--- config.mk ---
export PLATFORM = sky130hd
export DESIGN_NAME = bin2bcd_seq
export DESIGN_NICKNAME = d
export VERILOG_FILES = /design/src/rtl/bin2bcd_seq.sv
export SDC_FILE = /design/constraint.sdc
export NUM_CORES = 1
export LEC_CHECK = 0
export BUFFER_PORTS_ARGS = -buffer_cell sky130_fd_sc_hd__buf_2
export CAP_MARGIN = 30
export CORE_MARGIN = 8
export CORE_UTILIZATION = 45
export CTS_CLUSTER_SIZE = 24
export DETAILED_ROUTE_END_ITERATION = 7
export PLACE_DENSITY_LB_ADDON = 0.05
export SETUP_SLACK_MARGIN = 0.02
export SYNTH_ARGS = -nofsm -noshare
export SYNTH_HDL_FRONTEND = slang
export SYNTH_SLANG_ARGS = --single-unit
export TNS_END_PERCENT = 50
--- constraint.sdc ---
create_clock -name clock -period 2.27 [get_ports clock]
set_input_delay 0.3405 -clock clock [delete_from_list [all_inputs] [get_ports clock]]
set_output_delay 0.3405 -clock clock [all_outputs]
set_load 0.005 [all_outputs]
--- src/rtl/bin2bcd_seq.sv ---
// Sequential binary-to-BCD converter (shift-and-add-3). Result register only
// updates on the done pulse, so downstream display logic never sees partial values.
module bin2bcd_seq #(
    parameter int WIDTH  = 8,
    parameter int DIGITS = 3
) (
    input  logic                  clock,
    input  logic                  nReset,
    input  logic                  start,
    input  logic [WIDTH-1:0]      bin,
    output logic                  busy,
    output logic                  done,
    output logic [4*DIGITS-1:0]   BCD
);
    localparam int SW = 4 * DIGITS;
    localparam int CW = (WIDTH > 1) ? $clog2(WIDTH) : 1;

    typedef enum logic {IDLE, SHIFT} state_t;

    state_t          r_state, w_state_nx;
    logic [WIDTH-1:0] r_shreg, w_shreg_nx;
    logic [SW-1:0]    r_scratch, w_scratch_nx;
    logic [CW-1:0]    r_cnt, w_cnt_nx;
    logic             r_busy, w_busy_nx;
    logic             r_done, w_done_nx;
    logic [SW-1:0]    r_bcd, w_bcd_nx;

    logic [SW-1:0]    w_adj;
    logic [SW-1:0]    w_scr_sh;

    // Digit-local add-3 correction; no carry crosses a digit boundary.
    for (genvar g = 0; g < DIGITS; g++) begin : g_adj
        assign w_adj[4*g +: 4] = (r_scratch[4*g +: 4] >= 4'd5) ?
                                 r_scratch[4*g +: 4] + 4'd3 : r_scratch[4*g +: 4];
    end

    assign w_scr_sh = {w_adj[SW-2:0], r_shreg[WIDTH-1]};

    always_comb begin
        w_state_nx   = r_state;
        w_shreg_nx   = r_shreg;
        w_scratch_nx = r_scratch;
        w_cnt_nx     = r_cnt;
        w_busy_nx    = r_busy;
        w_done_nx    = 1'b0;
        w_bcd_nx     = r_bcd;
        case (r_state)
            IDLE: begin
                if (start) begin
                    w_shreg_nx   = bin;
                    w_scratch_nx = '0;
                    w_cnt_nx     = '0;
                    w_busy_nx    = 1'b1;
                    w_state_nx   = SHIFT;
                end
            end
            SHIFT: begin
                w_scratch_nx = w_scr_sh;
                w_shreg_nx   = r_shreg << 1;
                w_cnt_nx     = r_cnt + 1'b1;
                if (r_cnt == CW'(WIDTH - 1)) begin
                    w_bcd_nx   = w_scr_sh;
                    w_done_nx  = 1'b1;
                    w_busy_nx  = 1'b0;
                    w_state_nx = IDLE;
                end
            end
            default: w_state_nx = IDLE;
        endcase
    end

    always_ff @(posedge clock or negedge nReset) begin
        if (!nReset) begin
            r_state   <= IDLE;
            r_shreg   <= '0;
            r_scratch <= '0;
            r_cnt     <= '0;
            r_busy    <= 1'b0;
            r_done    <= 1'b0;
            r_bcd     <= '0;
        end else begin
            r_state   <= w_state_nx;
            r_shreg   <= w_shreg_nx;
            r_scratch <= w_scratch_nx;
            r_cnt     <= w_cnt_nx;
            r_busy    <= w_busy_nx;
            r_done    <= w_done_nx;
            r_bcd     <= w_bcd_nx;
        end
    end

    assign busy = r_busy;
    assign done = r_done;
    assign BCD  = r_bcd;
endmodule

==> run summary, run 1 <==
Counting along the longest clock path gives a buffer depth of 2. The routed layout has 1566 vias. The cell taking the most area after synthesis is sky130_fd_sc_hd__dfrtp_1. The proportion of layout cells with a drive suffix above 1 came out at 16.8%. The post-synthesis net count came out at 221. The pin slew with the least headroom to its limit came out at 0.837 ns. The final setup violation count is 0. The antenna diode count came out at 0. The type of destination of the critical path is a register.

The global placement routability congestion is 0.793. The number of library cell types mapped by synthesis came out at 35. In this run the power density over the cells is 1460 nW/um^2. In this design, the stage delay of the slowest critical-path cell is 0.40 ns.

The tightest min-delay check is of the in -> async type. The H-tree level count is 2. The average cell area after synthesis came out at 9.79 um^2.

The post-detailed-route DRC marker count came out at 0. The cell sitting at the root of the clock tree is a sky130_fd_sc_hd__clkbuf_8. The count of buffers inserted at the top-level ports came out at 24. After synthesis, the share of flip-flops with an asynchronous set or reset is 100%.

Summed over all nets, the half-perimeter wirelength after detailed placement is 3.03 mm. The max-slew headroom at the worst pin came out at 44.2%. The number of clock buffers inserted by TritonCTS came out at 5. The total cell area at the placement stage is 2090 um^2. The clock arrives with 0.00451 ns of skew. The combined global-route utilization of all metal layers is 14.4%. The DRC violation total after the first TritonRoute iteration came out at 103.

The number of synthesis warnings came out at 0. The maximum clock rate is 511 MHz. The slowest stage of the critical path is the sky130_fd_sc_hd__dfrtp_1 cell.

The post-layout minimum cycle time is 1.96 ns. The worst IR drop on VDD is 0.741 mV. The worst setup path is launched from a register. The post-cts sizing count is 0. Row generation in the floorplan step produced 24 rows. The overall die area is 6770 um^2. For this configuration, the core starts out at a cell density of 46.0%. The post-detailed-route via-to-cell ratio came out at 5.76. The area fraction of the dominant cell type after synthesis came out at 48.1%. The final total negative setup slack is 0 ns.

The final count of hold timing violations is 0. The floorplan step set the die width to 82.3 um. The residual overflow from global routing came out at 0. The final-report max-slew violation count is 0. Sorting the synthesized cells by area gives the leading types as sky130_fd_sc_hd__dfrtp_1 48%, sky130_fd_sc_hd__nand2_1 5.5%, sky130_fd_sc_hd__ha_1 5.1%, sky130_fd_sc_hd__mux2i_1 4.1%, sky130_fd_sc_hd__o21ai_0 3.8%. The worst-case hold slack is 0.152 ns. The biggest fanout along the worst timing path came out at 23. The dominant register cell in the synthesized netlist is sky130_fd_sc_hd__dfrtp_1. The total number of nets in the final design is 238. The final standard cell area without fillers is 2200 um^2. The clock sink total is 38. The area of the mapped netlist is 1980 um^2. The static leakage is 1.01 nW. The data arrival time at the worst-slack endpoint is 2.10 ns. The die boundary height came out at 82.3 um.

The post-synthesis register bit count is 38. The part of the cycle the worst path needs is 86.2%. The floorplan step defined a core boundary enclosing 4290 um^2. The critical path goes through ha_1 -> ha_1 -> nand2_4 -> clkinv_1 -> a31oi_1 -> o311ai_0. The run finished with clean final reports.

The required time reported for the critical path endpoint is 2.41 ns. The fraction of the yosys area taken by sequential cells came out at 48.1%. The number of cells produced by synthesis is 202. The post-layout utilization of the core is 51.2%. The clock-pin slew on the worst setup and hold paths is 0.07 ns. The wire length of the first global-routing pass came out at 7.51 mm. The remaining antenna violation count is 0. Counting flops with a built-in enable in the synthesized netlist gives 0.

The wire length reported by the detailed router came out at 4.37 mm. Once the clock tree was built, the setup fixing pass inserted 0 buffers. Across the run, the number of max-cap violations was 0. The pin count of the biggest net entering global routing is 39. The setup path with the least slack is of type reg -> reg. The area growth from synthesis to layout came out at 11.2%. The number of global-route vias before repair is 1610. The I/O pin count is 25. Among the stages of the critical path, the cell type that occurs most often is sky130_fd_sc_hd__ha_1.

The clock tree from TritonCTS is done. Setup repair after global routing left no endpoint under its margin. Before antenna repair, the detailed router went through 4 iterations. The count of hold buffers inserted by post-cts repair came out at 0.

The initial antenna violation count was 0. The clock latency on the worst-skew pair is 0.29 ns. Dividing the detail-routed wire length by the instance count gives 16.1 um.
-- synthesized netlist by cell type, types with 4 or more instances --
master / count
sky130_fd_sc_hd__dfrtp_1: 38
sky130_fd_sc_hd__nand2_1: 29
sky130_fd_sc_hd__o21ai_0: 15
sky130_fd_sc_hd__nand3_1: 14
sky130_fd_sc_hd__ha_1: 8
sky130_fd_sc_hd__inv_1: 8
sky130_fd_sc_hd__mux2i_1: 8
sky130_fd_sc_hd__buf_2: 7
sky130_fd_sc_hd__o31ai_1: 7
sky130_fd_sc_hd__a2111o_1: 6
sky130_fd_sc_hd__buf_4: 5
sky130_fd_sc_hd__nor2_1: 5
sky130_fd_sc_hd__a21oi_1: 4
sky130_fd_sc_hd__clkbuf_1: 4
sky130_fd_sc_hd__nor2b_1: 4
sky130_fd_sc_hd__o22ai_1: 4
-- per-layer routing --
metal	up-vias	track usage [%]	routed length (um)
li1	765	-	-
met1	759	18.2	1980
met2	40	22.4	2110
met3	2	5.19	255
met4	0	4.91	25
met5	-	0	0
-- worst max-delay path, delay by kind of cell (launching register included) --
kind	cells	cell delay (ns)
buffers and inverters	1	0.30
and+or+nand+nor	1	0.24
adders and majority gates	2	0.47
AOI/OAI and AO/OA	2	0.40
DFF	1	0.40
-- kinds of logic after synthesis --
logic type,Yosys count,synth area share (%)
adders and majority gates,8,5.06
AOI/OAI and AO/OA,55,20.0
muxes,8,4.05
buffers and inverters,26,6.33
and+or+nand+nor,67,16.5
DFF,38,48.1
-- state kept, by name (all words and copies together) (netlist names) --
name / flops
BCD: 12
r_scratch: 12
r_shreg: 8
r_cnt: 3
busy: 1
done: 1
r_state: 1
-- layout by cell type (no fill, tap or decap), drive strengths merged --
master / count
dfrtp: 38
nand2: 30
buf: 26
o21ai: 16
nand3: 14
inv: 9
mux2i: 8
ha: 8
o31ai: 7
a2111o: 6
nor2: 5
clkbuf: 5
a21oi: 4
nor2b: 4
o22ai: 4
nor3b: 3
nand2b: 3
a211oi: 3
a21boi: 3
a31oi: 3
clkinv: 3
or4: 2
a22o: 2
a32oi: 2
nor4: 2
nor3: 2
a311o: 2
nand4: 2
o311ai: 2
o32a: 1
bufinv: 1
-- power breakdown --
group / internal (mW) / switching (mW)
Sequential: 0.984 / 0.328
Combinational: 0.574 / 0.769
Clock: 0.323 / 0.235
-- area by class of cell --
class,count,area [um^2]
flip-flops and latches,38,951
multi-input cells,138,901
clock buffers,5,68.8
inverters,10,37.5
fillers,424,2100
well taps,52,65.1
clock inverters,3,40.0
repair buffers,26,135
-- stage by stage --
| stage | std cells | total power, mW | setup WS, ns |
|---|---|---|---|
| final | 272 | 3.21 | 0.313 |
| after global placement | 264 | 2.61 | 0.456 |
| after floorplan | 202 | 2.31 | 0.780 |
| after global routing | 272 | 3.52 | 0.155 |
| after CTS | 272 | 3.25 | 0.293 |
| after detailed placement | 264 | 2.67 | 0.306 |
-- worst paths after layout --
path                          start           end  slack (ns)  depth (start not counted)
max                        r_cnt[0]        BCD[1]        0.31                          6
min                          nReset       BCD[10]        0.15                          1
max reg2reg                r_cnt[0]        BCD[1]        0.31                          6
min reg2reg                 BCD[10]       BCD[10]        0.47                          2
max in group asynchronous    nReset  r_scratch[7]        1.59                          1
min in group clock           bin[0]    r_shreg[0]        0.31                          3
Note: power is estimated with default switching activity, not from simulation.
==> run 2: changes to the inputs <==
==> constraint.sdc (replaced) <==
create_clock -name clock -period 1.8 [get_ports clock]
set_input_delay 0.27 -clock clock [delete_from_list [all_inputs] [get_ports clock]]
set_output_delay 0.27 -clock clock [all_outputs]
set_load 0.005 [all_outputs]
==> run 2 against run 1 <==
Sequential power up 24%. Worst setup slack worse by 0.16 ns. Clock-buffer cell count up 2. Sequential cell count unchanged. Global-route usage up 0.49 points. Register-to-register slack worse by 0.16 ns. Critical path depth unchanged. Die area unchanged. Cell area up 1.8%. Routed wire length up 1.5%. Combinational power up 32%. Clock skew up 0.0014 ns. Critical path type unchanged. Critical endpoint unchanged. Highest routed layer unchanged.
==> run summary, run 2 (synthesis gave the netlist of run 1 again) <==
The total number of vias came out at 1585 (was 1566). The global placement routability congestion is 0.818 (was 0.793). The area growth from synthesis to layout came out at 13.2% (was 11.2%).

The total number of nets in the final design came to 245 (was 238). Unrepaired setup endpoints after global routing: false (unchanged). The worst hold path class is in -> reg (was in -> async). The pin count of the biggest net entering global routing is 22 (was 39). The wire length of the first global-routing pass is 7.81 mm (was 7.51 mm). The worst clock skew is 0.00594 ns (was 0.00451 ns).

The cell occurring most often along the worst timing path was sky130_fd_sc_hd__ha_1 (unchanged). The number of violations of the max-capacitance limit came out at 0 (unchanged). The final setup violation count came out at 0 (unchanged). The net load switching power came to 1.69 mW (was 1.33 mW). The residual overflow from global routing is 0 (unchanged). The initial antenna violation count came to 0 (unchanged). The final-report max-slew violation count is 0 (unchanged).

The proportion of layout cells with a drive suffix above 1 came out at 18.9% (was 16.8%). The clock-pin slew on the worst setup and hold paths is 0.07 ns (about the same). The core area came to 4290 um^2 (unchanged). The number of clock buffers inserted by TritonCTS is 5 (unchanged).

The clock share of power is 15.2% (was 17.4%). The max-slew headroom at the worst pin is 69.9% (was 44.2%). The post-route non-filler standard cell count was 279 (was 272). The post-detailed-route via-to-cell ratio is 5.68 (was 5.76). Commonest cells after routing, fill and taps aside: 38 x sky130_fd_sc_hd__dfrtp_1, 29 x sky130_fd_sc_hd__nand2_1, 24 x sky130_fd_sc_hd__buf_2 (unchanged). The DRC violation total after the first TritonRoute iteration came out at 53 (was 103). The worst IR drop on VDD is 0.675 mV (was 0.741 mV). The number of placed cells counting well taps is 270 (was 264). The post-detailed-route DRC marker count came out at 0 (unchanged). The data arrival time at the worst-slack endpoint is 1.80 ns (was 2.10 ns). The combinational group share of total power came out at 44.2% (was 41.8%).

The combined global-route utilization of all metal layers was 14.9% (was 14.4%). The final total negative setup slack was 0 ns (unchanged). The row count is 24 (unchanged). The startpoint type of the worst setup path is a register (unchanged). The remaining antenna violation count is 0 (unchanged). The post-placement setup slack is 0.0594 ns (was 0.306 ns).

The final setup slack of the worst path came out at 0.150 ns (was 0.313 ns). The H-tree level count is 2 (unchanged). The net switching fraction of the power is 42.2% (was 41.5%).

The clock tree from TritonCTS was done (unchanged). The first-pass iteration count of the detailed router came out at 4 (unchanged). The post-layout minimum cycle time is 1.65 ns (was 1.96 ns). The internal power consumption came out at 2.32 mW (was 1.88 mW). The post-layout utilization of the core came out at 52.1% (was 51.2%). The average routed wire per standard cell came to 15.9 um (was 16.1 um). The cell chosen for the clock root was sky130_fd_sc_hd__clkbuf_8 (unchanged). The required time reported for the critical path endpoint came out at 1.95 ns (was 2.41 ns).

The most frequent standard cell in the layout excluding fill and tap cells was sky130_fd_sc_hd__dfrtp_1 (unchanged). The type of destination of the critical path is a register (unchanged). The number of buffers on the longest clock path came out at 2 (unchanged). The final count of hold timing violations is 0 (unchanged). The x dimension of the die is 82.3 um (unchanged). The clock sink total is 38 (unchanged). The I/O pin count was 25 (unchanged). The wire length reported by the detailed router came out at 4.43 mm (was 4.37 mm). Crit-path cells: ha_1 -> ha_1 -> nand2_4 -> clkinv_2 -> a31oi_1 -> o311ai_0 (was ha_1 -> ha_1 -> nand2_4 -> clkinv_1 -> a31oi_1 -> o311ai_0). The half-perimeter wire length of the detailed placement result came out at 3.18 mm (was 3.03 mm). The initial standard-cell utilization of the core is 46.0% (unchanged). The static leakage came out at 1.04 nW (was 1.01 nW). The maximum clock rate was 606 MHz (was 511 MHz).

The die boundary height came to 82.3 um (unchanged). The overall die area came out at 6770 um^2 (unchanged). The count of buffers inserted at the top-level ports came out at 24 (unchanged).

Result of the run: finished, final reports clean (unchanged). The pin slew with the least headroom to its limit came out at 0.452 ns (was 0.837 ns). The power per cell area is 1790 nW/um^2 (was 1460 nW/um^2). The antenna diode count came to 0 (unchanged). The largest incremental delay on the critical path is 0.41 ns (was 0.40 ns). The number of filler cells placed in the layout came out at 402 (was 424). The clock latency on the worst-skew pair came out at 0.29 ns (about the same). The part of the cycle the worst path needs is 91.7% (was 86.2%). The post-CTS repair timing setup buffer count is 0 (unchanged).

The minimum setup slack among reg-to-reg paths was 0.15 ns (was 0.31 ns). The cell with the biggest individual delay on the critical path is sky130_fd_sc_hd__dfrtp_1 (unchanged). The power share of the sequential group was 40.6% (was 40.8%).

The number of global-route vias before repair came to 1658 (was 1610). The biggest fanout along the worst timing path came out at 15 (was 23). The type of the setup path with the least slack is reg -> reg (unchanged).
[run 2: changes by cell type in the layout (fill, tap and decap cells not counted), sizes merged]
cell | previous run | this run
buf | 26 | 32
clkbuf | 5 | 7
bufinv | 1 | 0
clkinv | 3 | 2
dlygate4sd3 | 0 | 1
[run 2: path summary, 6_finish.rpt]
kind,from,end,depth (start not counted)
worst max-delay path,r_cnt[0],BCD[1],6
worst min-delay path,bin[0],r_shreg[0],3
worst max register to register,r_cnt[0],BCD[1],6
worst min register to register,BCD[6],BCD[6],2
max in group asynchronous,nReset,r_scratch[1],3
min in group asynchronous,nReset,r_scratch[10],2
[run 2: what timing repair did]
| action | CTS | global route |
|---|---|---|
| gates resized for setup | 1 | 0 |
| endpoints found under the hold margin | 18 | 0 |
| setup endpoints to repair | 1 | 0 |
| hold buffers | 1 | 0 |
[run 2: metal layers]
layer	vias up	GRT usage [%]	part of all wire, %
met5	-	0	0
met4	0	6.67	1.5
met3	6	4.87	6.3
met2	33	23.5	47
met1	767	18.2	45
li1	779	-	-
[run 2: critical path: cells and delay by family, from the launching register on]
kind            cells  cell delay [ns]
fa+ha+maj           2             0.43
compound gates      2             0.33
simple gates        1             0.18
flops               1             0.41
buf+inv             1             0.16
[run 2: stage by stage]
| stage | hold slack [ns] | power (mW) | instance area (um^2) |
|---|---|---|---|
| 6_report | 0.222 | 4.01 | 2240 |
| 5_1_grt | 0.263 | 4.40 | 2240 |
| 3_5_place_dp | 0.245 | 3.42 | 2130 |
| 2_1_floorplan | -0.0256 | 2.92 | 1980 |
| 4_1_cts | 0.218 | 4.05 | 2240 |
| 3_3_place_gp | 0.241 | 3.33 | 2130 |
[run 2: final cells by class]
type,count,area [um^2],area share [%]
Tap cell,52,65.1,2.91
Sequential cell,38,951,42.5
Inverter,10,38.8,1.73
Timing Repair Buffer,33,190,8.50
Multi-Input combinational cell,138,901,40.3
Clock buffer,7,86.3,3.86
Clock inverter,1,5.00,0.224
[run 2: power groups by stage]
| stage | Combinational [mW] | Clock, mW | Sequential (mW) |
|---|---|---|---|
| 2_1_floorplan | 1.47 | 0 | 1.44 |
| 4_1_cts | 1.80 | 0.627 | 1.62 |
| 6_report | 1.77 | 0.609 | 1.63 |
| 3_3_place_gp | 1.72 | 0 | 1.61 |
| 3_5_place_dp | 1.79 | 0 | 1.63 |
| 5_1_grt | 2.05 | 0.664 | 1.69 |
